<file path="src/rtl/uart_pkg.sv">
// Shared UART types and constants used by the TX engine and its baud generator.
// Parity support is selected in the TX engine with the UART_TX_PARITY_EN macro.
package uart_pkg;

    localparam int unsigned UART_DATA_W = 8;

    typedef enum logic [2:0] {
        StIdle,
        StStart,
        StData,
        StParity,
        StStop
    } uart_state_e;

    function automatic int unsigned clks_per_bit(int unsigned clk_freq, int unsigned baud);
        return clk_freq / baud;
    endfunction

endpackage

</file>
<file path="src/rtl/uart_tx_engine_if.sv">
// Request/serial-line bundle between the button debouncer, the TX engine and the TX pin.
interface uart_tx_engine_if;
    import uart_pkg::*;

    logic                   transmit;
    logic [UART_DATA_W-1:0] data;
    logic                   txd;
    logic                   busy;
    logic                   done;

    modport master (output transmit, output data, input txd, input busy, input done);
    modport slave  (input transmit, input data, output txd, output busy, output done);

endinterface

</file>
<file path="src/rtl/uart_baud_gen.sv">
// Bit-period counter: runs while enabled, cleared while disabled, strobes the last
// cycle of each bit (bit_end) and the cycle before it (pre_end).
module uart_baud_gen #(
    parameter int unsigned ClksPerBit = 10
) (
    input  logic clk,
    input  logic rst_n,
    input  logic en,
    output logic bit_end,
    output logic pre_end
);

    localparam int unsigned CntW = $clog2(ClksPerBit);

    logic [CntW-1:0] cnt_q, cnt_d;

    assign bit_end = en && (cnt_q == CntW'(ClksPerBit - 1));
    assign pre_end = en && (cnt_q == CntW'(ClksPerBit - 2));

    always_comb begin
        cnt_d = cnt_q;
        if (!en || bit_end) begin
            cnt_d = '0;
        end else begin
            cnt_d = cnt_q + 1'b1;
        end
    end

    always_ff @(posedge clk or negedge rst_n) begin
        if (!rst_n) begin
            cnt_q <= '0;
        end else begin
            cnt_q <= cnt_d;
        end
    end

endmodule

</file>
<file path="src/rtl/uart_tx_engine.sv">
// UART transmitter: one 8N1 frame, LSB first, per rising edge of 'transmit'.
// Define UART_TX_PARITY_EN to insert an even-parity bit after the data bits.
module uart_tx_engine
    import uart_pkg::*;
#(
    parameter int unsigned CLK_FREQ = 100_000_000,
    parameter int unsigned BAUD     = 9600
) (
    input  logic              clk,
    input  logic              rst_n,
    uart_tx_engine_if.slave   bus
);

    localparam int unsigned ClksPerBit = clks_per_bit(CLK_FREQ, BAUD);

    uart_state_e            state_q, state_d;
    logic [UART_DATA_W-1:0] shift_q, shift_d;
    logic [2:0]             idx_q, idx_d;
    logic                   txd_q, txd_d;
    logic                   busy_q, busy_d;
    logic                   done_q, done_d;
    logic                   transmit_q;
    logic                   accept;
    logic                   bit_end;
    logic                   pre_end;
`ifdef UART_TX_PARITY_EN
    logic                   parity_q, parity_d;
`endif

    uart_baud_gen #(
        .ClksPerBit (ClksPerBit)
    ) u_baud_gen (
        .clk     (clk),
        .rst_n   (rst_n),
        .en      (state_q != StIdle),
        .bit_end (bit_end),
        .pre_end (pre_end)
    );

    assign accept = bus.transmit && !transmit_q && (state_q == StIdle);

    // Outputs are registered, so each is computed from the state being entered.
    always_comb begin
        state_d = state_q;
        shift_d = shift_q;
        idx_d   = idx_q;
        txd_d   = txd_q;
        busy_d  = busy_q;
        done_d  = 1'b0;
`ifdef UART_TX_PARITY_EN
        parity_d = parity_q;
`endif
        case (state_q)
            StIdle: begin
                if (accept) begin
                    state_d = StStart;
                    shift_d = bus.data;
                    idx_d   = '0;
                    txd_d   = 1'b0;
                    busy_d  = 1'b1;
`ifdef UART_TX_PARITY_EN
                    parity_d = ^bus.data;
`endif
                end
            end
            StStart: begin
                if (bit_end) begin
                    state_d = StData;
                    txd_d   = shift_q[0];
                end
            end
            StData: begin
                if (bit_end) begin
                    shift_d = shift_q >> 1;
                    if (idx_q == 3'd7) begin
`ifdef UART_TX_PARITY_EN
                        state_d = StParity;
                        txd_d   = parity_q;
`else
                        state_d = StStop;
                        txd_d   = 1'b1;
`endif
                    end else begin
                        idx_d = idx_q + 3'd1;
                        txd_d = shift_q[1];
                    end
                end
            end
`ifdef UART_TX_PARITY_EN
            StParity: begin
                if (bit_end) begin
                    state_d = StStop;
                    txd_d   = 1'b1;
                end
            end
`endif
            StStop: begin
                // busy/done lead by one cycle so they land on the stop bit's final cycle.
                if (pre_end) begin
                    busy_d = 1'b0;
                    done_d = 1'b1;
                end
                if (bit_end) begin
                    state_d = StIdle;
                end
            end
            default: begin
                state_d = StIdle;
                txd_d   = 1'b1;
                busy_d  = 1'b0;
            end
        endcase
    end

    always_ff @(posedge clk or negedge rst_n) begin
        if (!rst_n) begin
            state_q    <= StIdle;
            shift_q    <= '0;
            idx_q      <= '0;
            txd_q      <= 1'b1;
            busy_q     <= 1'b0;
            done_q     <= 1'b0;
            transmit_q <= 1'b1;
`ifdef UART_TX_PARITY_EN
            parity_q   <= 1'b0;
`endif
        end else begin
            state_q    <= state_d;
            shift_q    <= shift_d;
            idx_q      <= idx_d;
            txd_q      <= txd_d;
            busy_q     <= busy_d;
            done_q     <= done_d;
            transmit_q <= bus.transmit;
`ifdef UART_TX_PARITY_EN
            parity_q   <= parity_d;
`endif
        end
    end

    assign bus.txd  = txd_q;
    assign bus.busy = busy_q;
    assign bus.done = done_q;

endmodule

</file>
<file path="src/flat_wrapper.sv">
// flat-port wrapper written by rule: the top's interface ports become plain ports
module uart_tx_engine_flat import uart_pkg::*;
#(
    parameter int unsigned CLK_FREQ = 100_000_000,
    parameter int unsigned BAUD     = 9600
)
  (clk, rst_n, bus_transmit, bus_data, bus_txd, bus_busy, bus_done);
  uart_tx_engine_if bus_i ();
  input  logic clk;
  input  logic rst_n;
  input wire logic [$bits(bus_i.transmit)-1:0] bus_transmit;
  input wire logic [$bits(bus_i.data)-1:0] bus_data;
  output wire logic [$bits(bus_i.txd)-1:0] bus_txd;
  output wire logic [$bits(bus_i.busy)-1:0] bus_busy;
  output wire logic [$bits(bus_i.done)-1:0] bus_done;
  assign bus_i.transmit = bus_transmit;
  assign bus_i.data = bus_data;
  assign bus_txd = bus_i.txd;
  assign bus_busy = bus_i.busy;
  assign bus_done = bus_i.done;
  uart_tx_engine #(.CLK_FREQ(CLK_FREQ), .BAUD(BAUD)) u_core (.clk(clk), .rst_n(rst_n), .bus(bus_i));
endmodule
</file>
<file path="config.mk">
export PLATFORM = sky130hd
export DESIGN_NAME = uart_tx_engine_flat
export DESIGN_NICKNAME = d
export VERILOG_FILES = /design/src/rtl/uart_pkg.sv /design/src/rtl/uart_tx_engine_if.sv /design/src/rtl/uart_baud_gen.sv /design/src/rtl/uart_tx_engine.sv /design/src/flat_wrapper.sv
export SDC_FILE = /design/constraint.sdc
export NUM_CORES = 1
export LEC_CHECK = 0
export BUFFER_PORTS_ARGS = -buffer_cell sky130_fd_sc_hd__buf_2
export CORE_ASPECT_RATIO = 1.5
export CORE_MARGIN = 4
export CORE_UTILIZATION = 38
export DETAILED_ROUTE_END_ITERATION = 8
export PLACE_DENSITY_LB_ADDON = 0.25
export SYNTH_ARGS = -nofsm -noshare
export SYNTH_HDL_FRONTEND = slang
export SYNTH_HIERARCHICAL = 1
export SYNTH_SLANG_ARGS = --single-unit
</file>
<file path="constraint.sdc">
create_clock -name clk -period 3.3 [get_ports clk]
set_clock_uncertainty 0.05 [all_clocks]
set_input_delay 0.66 -clock clk [delete_from_list [all_inputs] [get_ports clk]]
set_output_delay 0.66 -clock clk [all_outputs]
set_load 0.005 [all_outputs]
</file>
=== Word-level counts from Yosys, hierarchy flattened ===
Cells that the tools add are included.

* Flip-flop bits (word level): 32
* Latch bits: 0
* Bits in writable memories: 0
* ROM bits: 0
* Input port bits: 11
* Output and inout port bits: 3
* Logic and storage cells: 65
* Memories: 0

* Add/subtract/negate cells: 2
* Multipliers: 0
* Divide/modulo/power cells: 0
* $lt $le $gt $ge: 0
* Eq/ne operators: 13
* Shift operators: 0
* Mux-type cells: 24
* Bitwise operators: 2
* Reductions and logical operators: 16

{| class="wikitable"
|+ Operators with widths
! kind !! count
|-
| $eq A14 B14 Y1 const B || 2
|-
| $mux W3 || 8
|-
| $mux W8 || 2
|-
| $pmux W8 S2 || 1
|-
| $add A14 B1 Y14 const B || 1
|-
| $mux W14 || 1
|-
| $pmux W3 S4 || 1
|-
| $mux W1 || 8
|-
| $ne A2 B2 Y1 const B || 4
|-
| $reduce_and A4 Y1 || 2
|-
| $eq A3 B3 Y1 const B || 2
|-
| $ne A2 B1 Y1 const B || 3
|-
| $pmux W3 S2 || 1
|-
| $reduce_and A3 Y1 || 2
|-
| $reduce_and A5 Y1 || 1
|-
| $logic_and A1 B1 Y1 || 4
|-
| $pmux W1 S4 || 1
|-
| $add A3 B1 Y3 const B || 1
|-
| $eq A3 B1 Y1 const B || 1
|-
| $eq A3 B2 Y1 const B || 1
|-
| $logic_not A3 Y1 || 1
|-
| $pmux W1 S3 || 1
|-
| $reduce_bool A3 Y1 || 1
|-
| $logic_not A1 Y1 || 2
|-
| other kinds (4) || 5
|}

=== Logic depth before layout (Yosys ltp) ===
* Depth in word-level cells: 5
* Gate-level depth with buffers: 8
* Depth with buffers taken out: 7

=== Hierarchy ===
The synthesis kept the hierarchy.

{| class="wikitable"
|+ Modules (own cells, without submodules)
! module !! instances !! cells an instance !! area each (um2) !! sequential area each (um2)
|-
| uart_tx_engine || 1 || 81 || 962.2 || 452.9
|-
| uart_baud_gen || 1 || 76 || 749.5 || 350.3
|}

=== Worst setup path before layout ===
Ideal clock, no wire load.

* Path kind: reg-to-reg
* Start point: register u_core.state_q[1]
* End point: register u_core.shift_q[0]
* Library setup time: 125 ps
* Arrival time: 2383 ps
* Data required time: 3125 ps
* Setup slack: 743 ps
* Stages on the path, launching flop included: 9
* Buffers on the path: 2
* Period minus slack after synthesis: 2557 ps
* Cell sequence: dfrtp_1 -> buf_6 -> clkbuf_1 -> or3_1 -> nand4b_1 -> nor4_1 -> nand2_1 -> a21boi_4 -> mux2_2

* Longest elaborated chain between the ends: 4
* Elaborated cells on any way between the ends: 10
* Those cells by class: eq/ne: 3; mux: 1; reduce/logical: 6

{| class="wikitable"
|+ Ends and longest elaborated chain
! item !! line !! text
|-
| start, declared || uart_tx_engine.sv:16 || <nowiki>uart_state_e state_q, state_d;</nowiki>
|-
| start signal, assigned || uart_tx_engine.sv:117 || <nowiki>state_q <= StIdle;</nowiki>
|-
| start signal, assigned || uart_tx_engine.sv:128 || <nowiki>state_q <= state_d;</nowiki>
|-
| $reduce_bool A3 Y1 || uart_tx_engine.sv:35 || <nowiki>.en (state_q != StIdle),</nowiki>
|-
| $logic_and A1 B1 Y1 || uart_baud_gen.sv:17 || <nowiki>assign bit_end = en && (cnt_q == CntW'(ClksPerBit - 1));</nowiki>
|-
| named net u_core.bit_end || uart_tx_engine.sv:24 || <nowiki>logic bit_end;</nowiki>
|-
| $ne A2 B2 Y1 (no source line) || n/a ||
|-
| $reduce_and A3 Y1 (no source line) || n/a ||
|-
| end signal, assigned || uart_tx_engine.sv:129 || <nowiki>shift_q <= shift_d;</nowiki>
|-
| end, declared || uart_tx_engine.sv:17 || <nowiki>logic [UART_DATA_W-1:0] shift_q, shift_d;</nowiki>
|}

The timed path passes the listed nets, and every way through them passes these cells.
A chain may end at the register's enable or synchronous reset.

=== Final worst setup path ===
Same ends and word-level chain as after synthesis.

==> impl_metrics.toml <==
[clock_network]
worstSkewPairLatency_ns = 0.28
clk_pin_slew_worst_paths_ns = 0.07
cts.hold.buffers_added = 0
cts_max_level = 2
cts_tree = "yes"
cts_buffers = 5
cts_buffer_depth = 2
cts_setup_buffers = 0
clock_sinks = 32
cts_root_buffer = "clkbuf_8"
cts-resized-gates = 0

[worst_setup_path]
crit_family = "simple AND/OR/NAND/NOR gates"
critPathArrivalTime_ns = 2.49
reg2regPathDepth = 7
path_buf_inv = 1
crit_type = "reg -> reg"
cp_max_fo = 18
cp-end-kind = "flip-flop"
slowest_delay_ns = 0.65
rrSetupSlack_ns = 0.92
crit_required_ns = 3.41
worstReg2RegEnd = "u_core/shift_q[0]"
worstPathCellList = "or3_1, nand4b_1, nor4_1, buf_4, nand2_1, a21boi_4, mux2_2"
cp_slowest_cell = "dfrtp_1"
r2r_start = "u_core/state_q[1]"
worstSetupStartpointType = "flip-flop"

[placement]
hpwl_um = 2321
port_buffers = 13
place.gp.congestion = 0.8091
placed_cell_area_um2 = 1807
dp_slack_ns = 0.9141

[timing]
max_slew_margin = 0.5354
fin_ws_ns = 0.9209
finalCritPeriodShare = 0.7209
fmax_mhz = 420.3
report.final.setup_viol = 0
rsz0062_at_grt = "no"
hold_violations = 0
drv_slew = 0
tightestPinTransition_ns = 0.6969
setup_tns_ns = 0
period_minus_slack_ns = 2.379
whs_ns = 0.3749

[floorplanning]
dieArea_um2 = 5664
io-pin-count = 14
fp.dieH_um = 90.20
fp.dieW_um = 62.80
row_count = 29
start_util = 0.3998
core_um2 = 4282

[cells_and_area]
nFillCells = 411
drive_above_1_share = 0.2759
fin_area_um2 = 1914
finalCoreUtilization = 0.4471
final_nets = 189
n_antenna_cell = 0
area_growth_pct = 11.84

[job]
cap_violations = 0

[yosys]
synth_edf_count = 0
syn-mean-instance-area_um2 = 10.90
netlist_instances = 157
ys_warn_count = 6
synth_area_um2 = 1712
yosysUniqueCellTypes = 36
yosysSeqAreaShare = 0.4693
async_reset_ff_frac = 1.000
synth-seq-cells = 32
ys_top_cells_by_area = "dfrtp_1 (44%), mux2_2 (11%), xnor2_1 (4.6%), ha_1 (3.7%), nor2_1 (3.3%)"
synth_top_cell_by_area = "dfrtp_1"
yosysMostFrequentCell = "dfrtp_1"
mappedNetlistNets = 173
synth-main-ff-cell = "dfrtp_1"
synth_top_area_share = 0.4386
synthTopCellsByCount = "dfrtp_1 (30), mux2_2 (17), nor2_1 (15)"

[drt]
wl_per_cell_um = 14.06
drc = 0
vias = 1169
wl_um = 3093
postRouteAntennaNets = 0
routed_via_density = 5.314
drtIter0Drc = 28
first_pass_iters = 3

[grt]
grt_pass1_vias = 1166
overflow = 0
grt_max_degree = 33
grt_pass1_wl_um = 5471
antenna_found_initial = 0
grt_use_total = 0.1211

[hold_path]
hold_path.class = "in -> async"

[power]
cellPowerDensity_nw_per_um2 = 571.9
peakVddDrop_mv = 0.2323
leakagePower_nw = 0.7751

[run_status]
status = "completed"
-- registers in the layout (all words and copies together), names as in the netlist --
| register | count |
|---|---|
| u_core/bus.txd | 1 |
| u_core/idx_q | 3 |
| u_core/u_baud_gen/cnt_q | 14 |
| u_core/state_q | 3 |
| u_core/transmit_q | 1 |
| u_core/shift_q | 8 |
| u_core/bus.busy | 1 |
| u_core/bus.done | 1 |
-- worst register-to-register path: stages (launching register included) --
cell and delay, ns:
dfrtp_1 0.65, or3_1 0.27, nand4b_1 0.14, nor4_1 0.19, buf_4 0.19, nand2_1 0.09, a21boi_4 0.31, mux2_2 0.38
-- final cells by class --
cell class / count / area, um2 / area share
sequential: 32 / 803.3 / 0.4196
clock inverter: 2 / 35.03 / 0.01830
tap: 46 / 57.56 / 0.03007
timing repair buffer: 14 / 72.57 / 0.03791
inverter: 8 / 30.03 / 0.01569
multi-input combinational: 112 / 843.3 / 0.4405
clock buffer: 6 / 72.57 / 0.03791
-- through the flow --
| step | instances | total power [W] |
|---|---|---|
| after detailed placement | 212 | 0.0007466 |
| after CTS | 220 | 0.001118 |
| final | 220 | 0.001095 |
| after global placement | 212 | 0.0007359 |
| after global routing | 220 | 0.001172 |
| after floorplan | 157 | 0.0006880 |
-- metal layers --
metal	track usage	up-vias	share of wire
met5	0	-	0
met4	0.05525	0	0.016
met3	0.03741	4	0.043
met2	0.2164	21	0.53
met1	0.1278	570	0.41
li1	-	574	-
-- how the worst max path moves through the flow --
stage	from	endpoint	cells past startpoint
floorplan	u_core/state_q[1]	u_core/shift_q[0]	8
global placement	u_core/u_baud_gen/cnt_q[12]	u_core/shift_q[2]	7
detailed placement	u_core/u_baud_gen/cnt_q[8]	u_core/shift_q[0]	7
CTS	u_core/u_baud_gen/cnt_q[8]	u_core/shift_q[0]	7
global route	u_core/state_q[1]	u_core/shift_q[3]	7
finish	u_core/state_q[1]	u_core/shift_q[0]	7
-- cells in the final DEF, fill, tap and decap left out, types with 4 or more instances in the layout --
master,instances
a21oi_1,6
ha_1,5
nand3b_1,4
mux2_2,17
nor2_1,15
nor3_1,6
xnor2_1,9
nand2_1,7
dfrtp_1,30
inv_1,8
clkbuf_8,5
buf_2,13
nand3_1,6
-- cell families after synthesis --
group	after synthesis	share of synthesized area
buf+inv	13	0.03801
simple gates	62	0.2054
flops	32	0.4693
mux	19	0.1235
xor+xnor	12	0.06141
fa+ha+maj	5	0.03655
compound gates	14	0.06579
-- power by group --
| group | switching, W | leakage [nW] | internal, W |
|---|---|---|---|
| clock | 0.000136 | 0.0552 | 0.000224 |
| combinational | 0.0000810 | 0.314 | 0.000102 |
| sequential | 0.0000703 | 0.406 | 0.000481 |
| total | 0.000288 | 0.775 | 0.000807 |
No activity file was read; power rests on OpenSTA's default activity.
